==> config.mk <==
export PLATFORM = sky130hd
export DESIGN_NAME = float_div_rcp_share_arb_flat
export DESIGN_NICKNAME = d
export VERILOG_FILES = /design/src/rtl/float_div_rcp_share_arb_if.sv /design/src/rtl/float_div_rcp_share_arb.sv /design/src/flat_wrapper.sv
export SDC_FILE = /design/constraint.sdc
export NUM_CORES = 1
export LEC_CHECK = 0
export ABC_AREA = 1
export ABC_CLOCK_PERIOD_IN_PS = 2800
export CORE_AREA = 3 3 100 102
export DETAILED_ROUTE_END_ITERATION = 8
export DIE_AREA = 0 0 103 105
export PLACE_DENSITY = 0.79
export SLEW_MARGIN = 40
export SYNTH_ARGS = -nofsm -noshare
export SYNTH_HDL_FRONTEND = slang
export SYNTH_SLANG_ARGS = --single-unit
==> constraint.sdc <==
create_clock -name aclk -period 2.8 [get_ports aclk]
set_input_delay 0.7 -clock aclk [delete_from_list [all_inputs] [get_ports aclk]]
set_output_delay 0.7 -clock aclk [all_outputs]
set_load 0.05 [all_outputs]
==> src/rtl/float_div_rcp_share_arb_if.sv <==
// Bundle of requester, reciprocal-unit and result-stream signals for the
// shared reciprocal arbiter. The slave modport is the arbiter's view; the
// master modport is the view of the environment around it.
interface float_div_rcp_share_arb_if #(
  parameter int NUM_REQ = 4,
  parameter int TAG_W   = 2
) ();
  logic [NUM_REQ-1:0]    req_valid;
  logic [NUM_REQ-1:0]    req_ready;
  logic [NUM_REQ*32-1:0] req_data;
  logic                  rcp_sign;
  logic [7:0]            rcp_exp;
  logic [22:0]           rcp_man;
  logic [36:0]           rcp_x;
  logic                  astall;
  logic                  res_valid;
  logic                  res_ready;
  logic [36:0]           res_x;
  logic [TAG_W-1:0]      res_tag;
  logic [3:0]            inflight;

  modport slave (
    input  req_valid, req_data, rcp_x, res_ready,
    output req_ready, rcp_sign, rcp_exp, rcp_man, astall,
           res_valid, res_x, res_tag, inflight
  );

  modport master (
    output req_valid, req_data, rcp_x, res_ready,
    input  req_ready, rcp_sign, rcp_exp, rcp_man, astall,
           res_valid, res_x, res_tag, inflight
  );
endinterface

==> src/rtl/float_div_rcp_share_arb.sv <==
// Round-robin sharing of one pipelined single-precision reciprocal unit
// between NUM_REQ requesters. A shadow valid/tag pipe runs in lock-step with
// the unit (both frozen by astall) so every result leaves tagged with the
// requester that issued it, in issue order.
module float_div_rcp_share_arb #(
  parameter int NUM_REQ = 4,
  parameter int TAG_W   = 2,
  parameter int LAT     = 1
) (
  input logic                      aclk,
  input logic                      arst,
  float_div_rcp_share_arb_if.slave bus
);

  logic [LAT-1:0]             vld_q, vld_d;
  logic [LAT-1:0][TAG_W-1:0]  tag_q, tag_d;
  logic [TAG_W-1:0]           rr_ptr_q, rr_ptr_d;
  logic [TAG_W-1:0]           grant_idx;
  logic [NUM_REQ-1:0]         ready;
  logic [31:0]                op;
  logic                       stall;
  logic                       issue;
  logic [3:0]                 cnt;

  // Stall from the output stage, issue decision, round-robin grant, operand mux.
  // The grant scan runs twice in descending order so the last hit wins: first
  // over the wrapped-around indices below rr_ptr, then over indices at or above
  // it, giving the first valid requester at or after rr_ptr modulo NUM_REQ.
  always_comb begin
    stall     = vld_q[LAT-1] & ~bus.res_ready;
    issue     = (|bus.req_valid) & ~stall;
    grant_idx = rr_ptr_q;
    for (int i = NUM_REQ - 1; i >= 0; i--) begin
      if (bus.req_valid[i] && (TAG_W'(i) < rr_ptr_q)) grant_idx = TAG_W'(i);
    end
    for (int i = NUM_REQ - 1; i >= 0; i--) begin
      if (bus.req_valid[i] && (TAG_W'(i) >= rr_ptr_q)) grant_idx = TAG_W'(i);
    end
    ready = '0;
    op    = '0;
    for (int i = 0; i < NUM_REQ; i++) begin
      if (issue && (grant_idx == TAG_W'(i))) begin
        ready[i] = 1'b1;
        op       = bus.req_data[32*i +: 32];
      end
    end
  end

  // Shadow pipe advance and pointer update; everything holds while stalled.
  always_comb begin
    vld_d    = vld_q;
    tag_d    = tag_q;
    rr_ptr_d = rr_ptr_q;
    if (!stall) begin
      vld_d[0] = issue;
      tag_d[0] = grant_idx;
      for (int k = 1; k < LAT; k++) begin
        vld_d[k] = vld_q[k-1];
        tag_d[k] = tag_q[k-1];
      end
    end
    if (issue) begin
      rr_ptr_d = (grant_idx == TAG_W'(NUM_REQ - 1)) ? '0 : grant_idx + TAG_W'(1);
    end
  end

  // Occupancy is counted from registered valids only, so no path from req_valid.
  always_comb begin
    cnt = '0;
    for (int k = 0; k < LAT; k++) begin
      cnt = cnt + 4'(vld_q[k]);
    end
  end

  // State registers; reset discards anything in flight and restarts at requester 0.
  always_ff @(posedge aclk or posedge arst) begin
    if (arst) begin
      vld_q    <= '0;
      tag_q    <= '0;
      rr_ptr_q <= '0;
    end else begin
      vld_q    <= vld_d;
      tag_q    <= tag_d;
      rr_ptr_q <= rr_ptr_d;
    end
  end

  assign bus.req_ready = ready;
  assign bus.rcp_sign  = op[31];
  assign bus.rcp_exp   = op[30:23];
  assign bus.rcp_man   = op[22:0];
  assign bus.astall    = stall;
  assign bus.res_valid = vld_q[LAT-1];
  assign bus.res_tag   = tag_q[LAT-1];
  assign bus.res_x     = bus.rcp_x;
  assign bus.inflight  = cnt;

endmodule

==> src/flat_wrapper.sv <==
// flat-port wrapper written by rule: the top's interface ports become plain ports
module float_div_rcp_share_arb_flat 
#(
  parameter int NUM_REQ = 4,
  parameter int TAG_W   = 2,
  parameter int LAT     = 1
)
  (aclk, arst, bus_req_valid, bus_req_data, bus_rcp_x, bus_res_ready, bus_req_ready, bus_rcp_sign, bus_rcp_exp, bus_rcp_man, bus_astall, bus_res_valid, bus_res_x, bus_res_tag, bus_inflight);
  float_div_rcp_share_arb_if #(.NUM_REQ(NUM_REQ), .TAG_W(TAG_W)) bus_i ();
  input logic aclk;
  input logic arst;
  input wire logic [$bits(bus_i.req_valid)-1:0] bus_req_valid;
  input wire logic [$bits(bus_i.req_data)-1:0] bus_req_data;
  input wire logic [$bits(bus_i.rcp_x)-1:0] bus_rcp_x;
  input wire logic [$bits(bus_i.res_ready)-1:0] bus_res_ready;
  output wire logic [$bits(bus_i.req_ready)-1:0] bus_req_ready;
  output wire logic [$bits(bus_i.rcp_sign)-1:0] bus_rcp_sign;
  output wire logic [$bits(bus_i.rcp_exp)-1:0] bus_rcp_exp;
  output wire logic [$bits(bus_i.rcp_man)-1:0] bus_rcp_man;
  output wire logic [$bits(bus_i.astall)-1:0] bus_astall;
  output wire logic [$bits(bus_i.res_valid)-1:0] bus_res_valid;
  output wire logic [$bits(bus_i.res_x)-1:0] bus_res_x;
  output wire logic [$bits(bus_i.res_tag)-1:0] bus_res_tag;
  output wire logic [$bits(bus_i.inflight)-1:0] bus_inflight;
  assign bus_i.req_valid = bus_req_valid;
  assign bus_i.req_data = bus_req_data;
  assign bus_i.rcp_x = bus_rcp_x;
  assign bus_i.res_ready = bus_res_ready;
  assign bus_req_ready = bus_i.req_ready;
  assign bus_rcp_sign = bus_i.rcp_sign;
  assign bus_rcp_exp = bus_i.rcp_exp;
  assign bus_rcp_man = bus_i.rcp_man;
  assign bus_astall = bus_i.astall;
  assign bus_res_valid = bus_i.res_valid;
  assign bus_res_x = bus_i.res_x;
  assign bus_res_tag = bus_i.res_tag;
  assign bus_inflight = bus_i.inflight;
  float_div_rcp_share_arb #(.NUM_REQ(NUM_REQ), .TAG_W(TAG_W), .LAT(LAT)) u_core (.aclk(aclk), .arst(arst), .bus(bus_i));
endmodule
==> flow_metrics.py <==
metrics = {
    "cells_and_area": {
        "synthToLayoutAreaGrowth_pct": 128.7,
        "nets": 782,
        "drive_gt1_share_pct": 48.26,
        "fin_cells": 716,
        "fill_cells": 749,
        "finalInstanceArea_sq_um": 5824,
        "regArea_sq_um": 126.4,
        "num_antenna_cells": 0,
        "final_util_pct": 63.33,
        "multiInputGateArea_sq_um": 2272,
    },
    "clocking": {
        "cts_tree": "built",
        "path_clk_slew_ns": 0.03,
        "h-tree-depth": 1,
        "cts.sinks": 5,
        "insertion_delay_ns": 0.22,
        "cts_root_buf": "clkbuf_8",
        "cts_hold_buf": 0,
        "cts.path.max_buffers": 2,
        "cts_buffers": 3,
    },
    "grt": {
        "grt_pass1_vias": 3572,
        "grtUsageTotal_pct": 20.16,
        "antenna_found_initial": 0,
        "grt_max_degree": 29,
        "overflow": 0,
        "grt_first_pass_wirelength_um": 17440,
    },
    "worst_setup_path": {
        "worstPathRequired_ns": 2.10,
        "crit_slowest_cell": "ha_4",
        "path_cells": "buf_6, nand2_2, nand2_1, nand2_1, nand2_1, nand2_1, nand2_2, nand2_4, nand2_4, buf_12, clkinv_8, ha_4, buf_12, clkbuf_16, nand4_1, nand3_1, nand2_2, nand2_4, buf_12",
        "path_common_cell": "nand2_1",
        "crit_type": "in2out",
        "critPathMaxFanout": 4,
        "start_kind": "input port",
        "critPathMaxStageDelay_ns": 0.17,
        "arrival_ns": 2.46,
        "crit_path_end_kind": "output pin",
    },
    "detailed_routing": {
        "dr.pass1.iters": 4,
        "drt_wl_total_um": 12360,
        "final_antenna_net_count": 0,
        "drc_errors": 0,
        "num_vias": 3478,
        "wl_per_cell_um": 17.26,
        "vias_per_cell": 4.858,
        "drt_iter0_drc": 93,
    },
    "synthesis": {
        "yosysTopAreaCellShare_pct": 20.64,
        "synthXorXnorAreaFrac_pct": 0,
        "synth.most_common_cell": "nand2_1",
        "synthFlopType": "dfrtp_1",
        "synth_seq_area_share_pct": 4.914,
        "synthAdderAreaFrac_pct": 1.966,
        "synthTopCellsByArea": "nand2_1, buf_4, o21ai_2",
        "yosysWarnings": 0,
        "synthArstFlopShare_pct": 100.0,
        "synth_common_cells": "nand2_1, inv_1, buf_4, nand3_1, nor2_1",
        "syn_inst": 452,
        "synth-seq-cells": 5,
        "synth_top_family_by_area": "simple AND/OR/NAND/NOR gates",
        "muxShareOfSynthArea_pct": 0,
        "synth_compound_area_share_pct": 11.11,
        "synth_area_sq_um": 2546,
        "avgSynthCellArea_sq_um": 5.633,
        "synth_simple_gate_area_share_pct": 47.32,
        "synth_edf_count": 0,
        "synth_top_area_cell": "nand2_1",
        "synth_cell_type_count": 28,
    },
    "floorplan": {
        "die_h_um": 105,
        "num_io_pins": 253,
        "die_x_um": 103,
        "num_rows": 35,
        "start_util_pct": 27.69,
        "core-area_sq_um": 9196,
        "dieArea_sq_um": 10820,
    },
    "status": {
        "violations": "setup timing",
        "status": "finished, violations left",
    },
    "pwr": {
        "swShare_pct": 51.57,
        "p_int_mw": 2.961,
        "power_switching_mw": 3.153,
        "power_mw": 6.115,
        "ir_drop_mv": 0.7716,
        "cellPowerDensity_nw_per_um2": 1050,
        "comb_power_share_pct": 95.6,
        "leakage_nw": 2.657,
        "p_clk_share_pct": 2.2,
        "p_seq_share_pct": 2.2,
    },
    "place": {
        "dp_hpwl_um": 7756,
        "place_inst": 689,
        "preCtsSetupSlack_ns": -0.7492,
        "io_buffers": 175,
        "place.gp.congestion": 0.8163,
        "placed_cell_area_sq_um": 4783,
    },
    "timing": {
        "skew_ns": 0.001966,
        "setup_viol": 35,
        "period_share_pct": 113.0,
        "fin_crit_ns": 3.163,
        "worst_pin_slew_ns": 0.5005,
        "relSlewSlack_pct": 66.53,
        "finalHoldViolations": 0,
        "rsz0062_at_grt": "yes",
        "slew_viol_final": 0,
        "finalWorstSetupSlack_ns": -0.3633,
        "fmax_ghz": 0.3161,
    },
    "job": {
        "drv_cap": 0,
    },
    "worst_hold_path": {
        "hold_class": "reg2reg",
    },
}
## area by class of cell
cell class	instances	share of cell area, %
Inverter	78	5.542
Sequential cell	5	2.170
Clock buffer	4	0.7734
Tap cell	111	2.385
Timing Repair Buffer	218	50.12
Multi-Input combinational cell	300	39.01
## worst max-delay path: cells and delay by family
kind,cells,cell delay (ns)
fa+ha+maj,1,0.17
buf+inv,6,0.70
simple gates,12,0.88
## layout by cell type (no fill, tap or decap), types with 4 or more instances in the layout
master	instances
buf_12	52
buf_16	11
buf_4	12
clkdlybuf4s50_1	133
clkinv_2	6
dfrtp_1	4
inv_1	37
inv_2	30
inv_4	4
nand2_1	65
nand2_2	49
nand2_4	35
nand3_1	14
nand3_2	21
nand3_4	4
nand4_1	32
nor2_1	21
nor2_2	4
nor2_4	9
o21ai_2	17
o21ai_4	15
## flip-flops by register name, summed over array words and instances, names as in the netlist
name / count
u_core.bus.res_tag: 2
u_core.bus.res_valid: 1
u_core.rr_ptr_q: 2
## logic make-up (layout without fill, tap and decap cells)
family                   Yosys count  count (layout)
AND/OR/NAND/NOR                  259             259
buffers and inverters            149             300
AO/OA/AOI/OAI                     34              34
flip-flops                         5               5
adder cells (fa/ha/maj)            4               4
other                              1               3
## path summary, 6_finish.rpt
check | from | endpoint | slack (ns) | cells past startpoint
max | bus_req_valid[2] | bus_rcp_man[14] | -0.36 | 19
min | u_core.bus.res_tag[1] | u_core.bus.res_tag[1] | 0.50 | 2
max reg2reg | u_core.rr_ptr_q[1] | u_core.rr_ptr_q[1] | 1.23 | 12
min reg2reg | u_core.bus.res_tag[1] | u_core.bus.res_tag[1] | 0.50 | 2
max in group asynchronous | arst | u_core.rr_ptr_q[1] | 1.92 | 2
min in group asynchronous | arst | u_core.rr_ptr_q[0] | 0.69 | 2
## power groups by stage
stage	combinational [mW]	sequential (mW)	clock, mW
2_1_floorplan	3.01	0.170	0
3_3_place_gp	4.63	0.128	0
3_5_place_dp	4.72	0.130	0
4_1_cts	5.56	0.134	0.136
5_1_grt	6.10	0.141	0.143
6_report	5.85	0.136	0.133
## stage by stage
step                hold WS, ns  setup TNS [ns]
finish                   0.5000          -9.138
global route             0.5341          -12.38
CTS                      0.5003          -9.889
detailed placement       0.4813          -24.78
global placement         0.4753          -21.91
floorplan                0.4785               0
## routing by layer
metal	vias to the layer above	share of wire, %	global-route usage (%)
li1	1662	-	-
met1	1611	35	21.62
met2	171	55	38.04
met3	34	7.7	4.339
met4	0	2.3	6.290
met5	-	0	0
## timing repair
action / CTS / global route
buffers inserted: 10 / 0
gates resized for setup: 97 / 62
pin swaps: 57 / 24
endpoints found under the setup margin: 36 / 36
cloned: 12 / 2
Power figures use the tool's default switching activity.
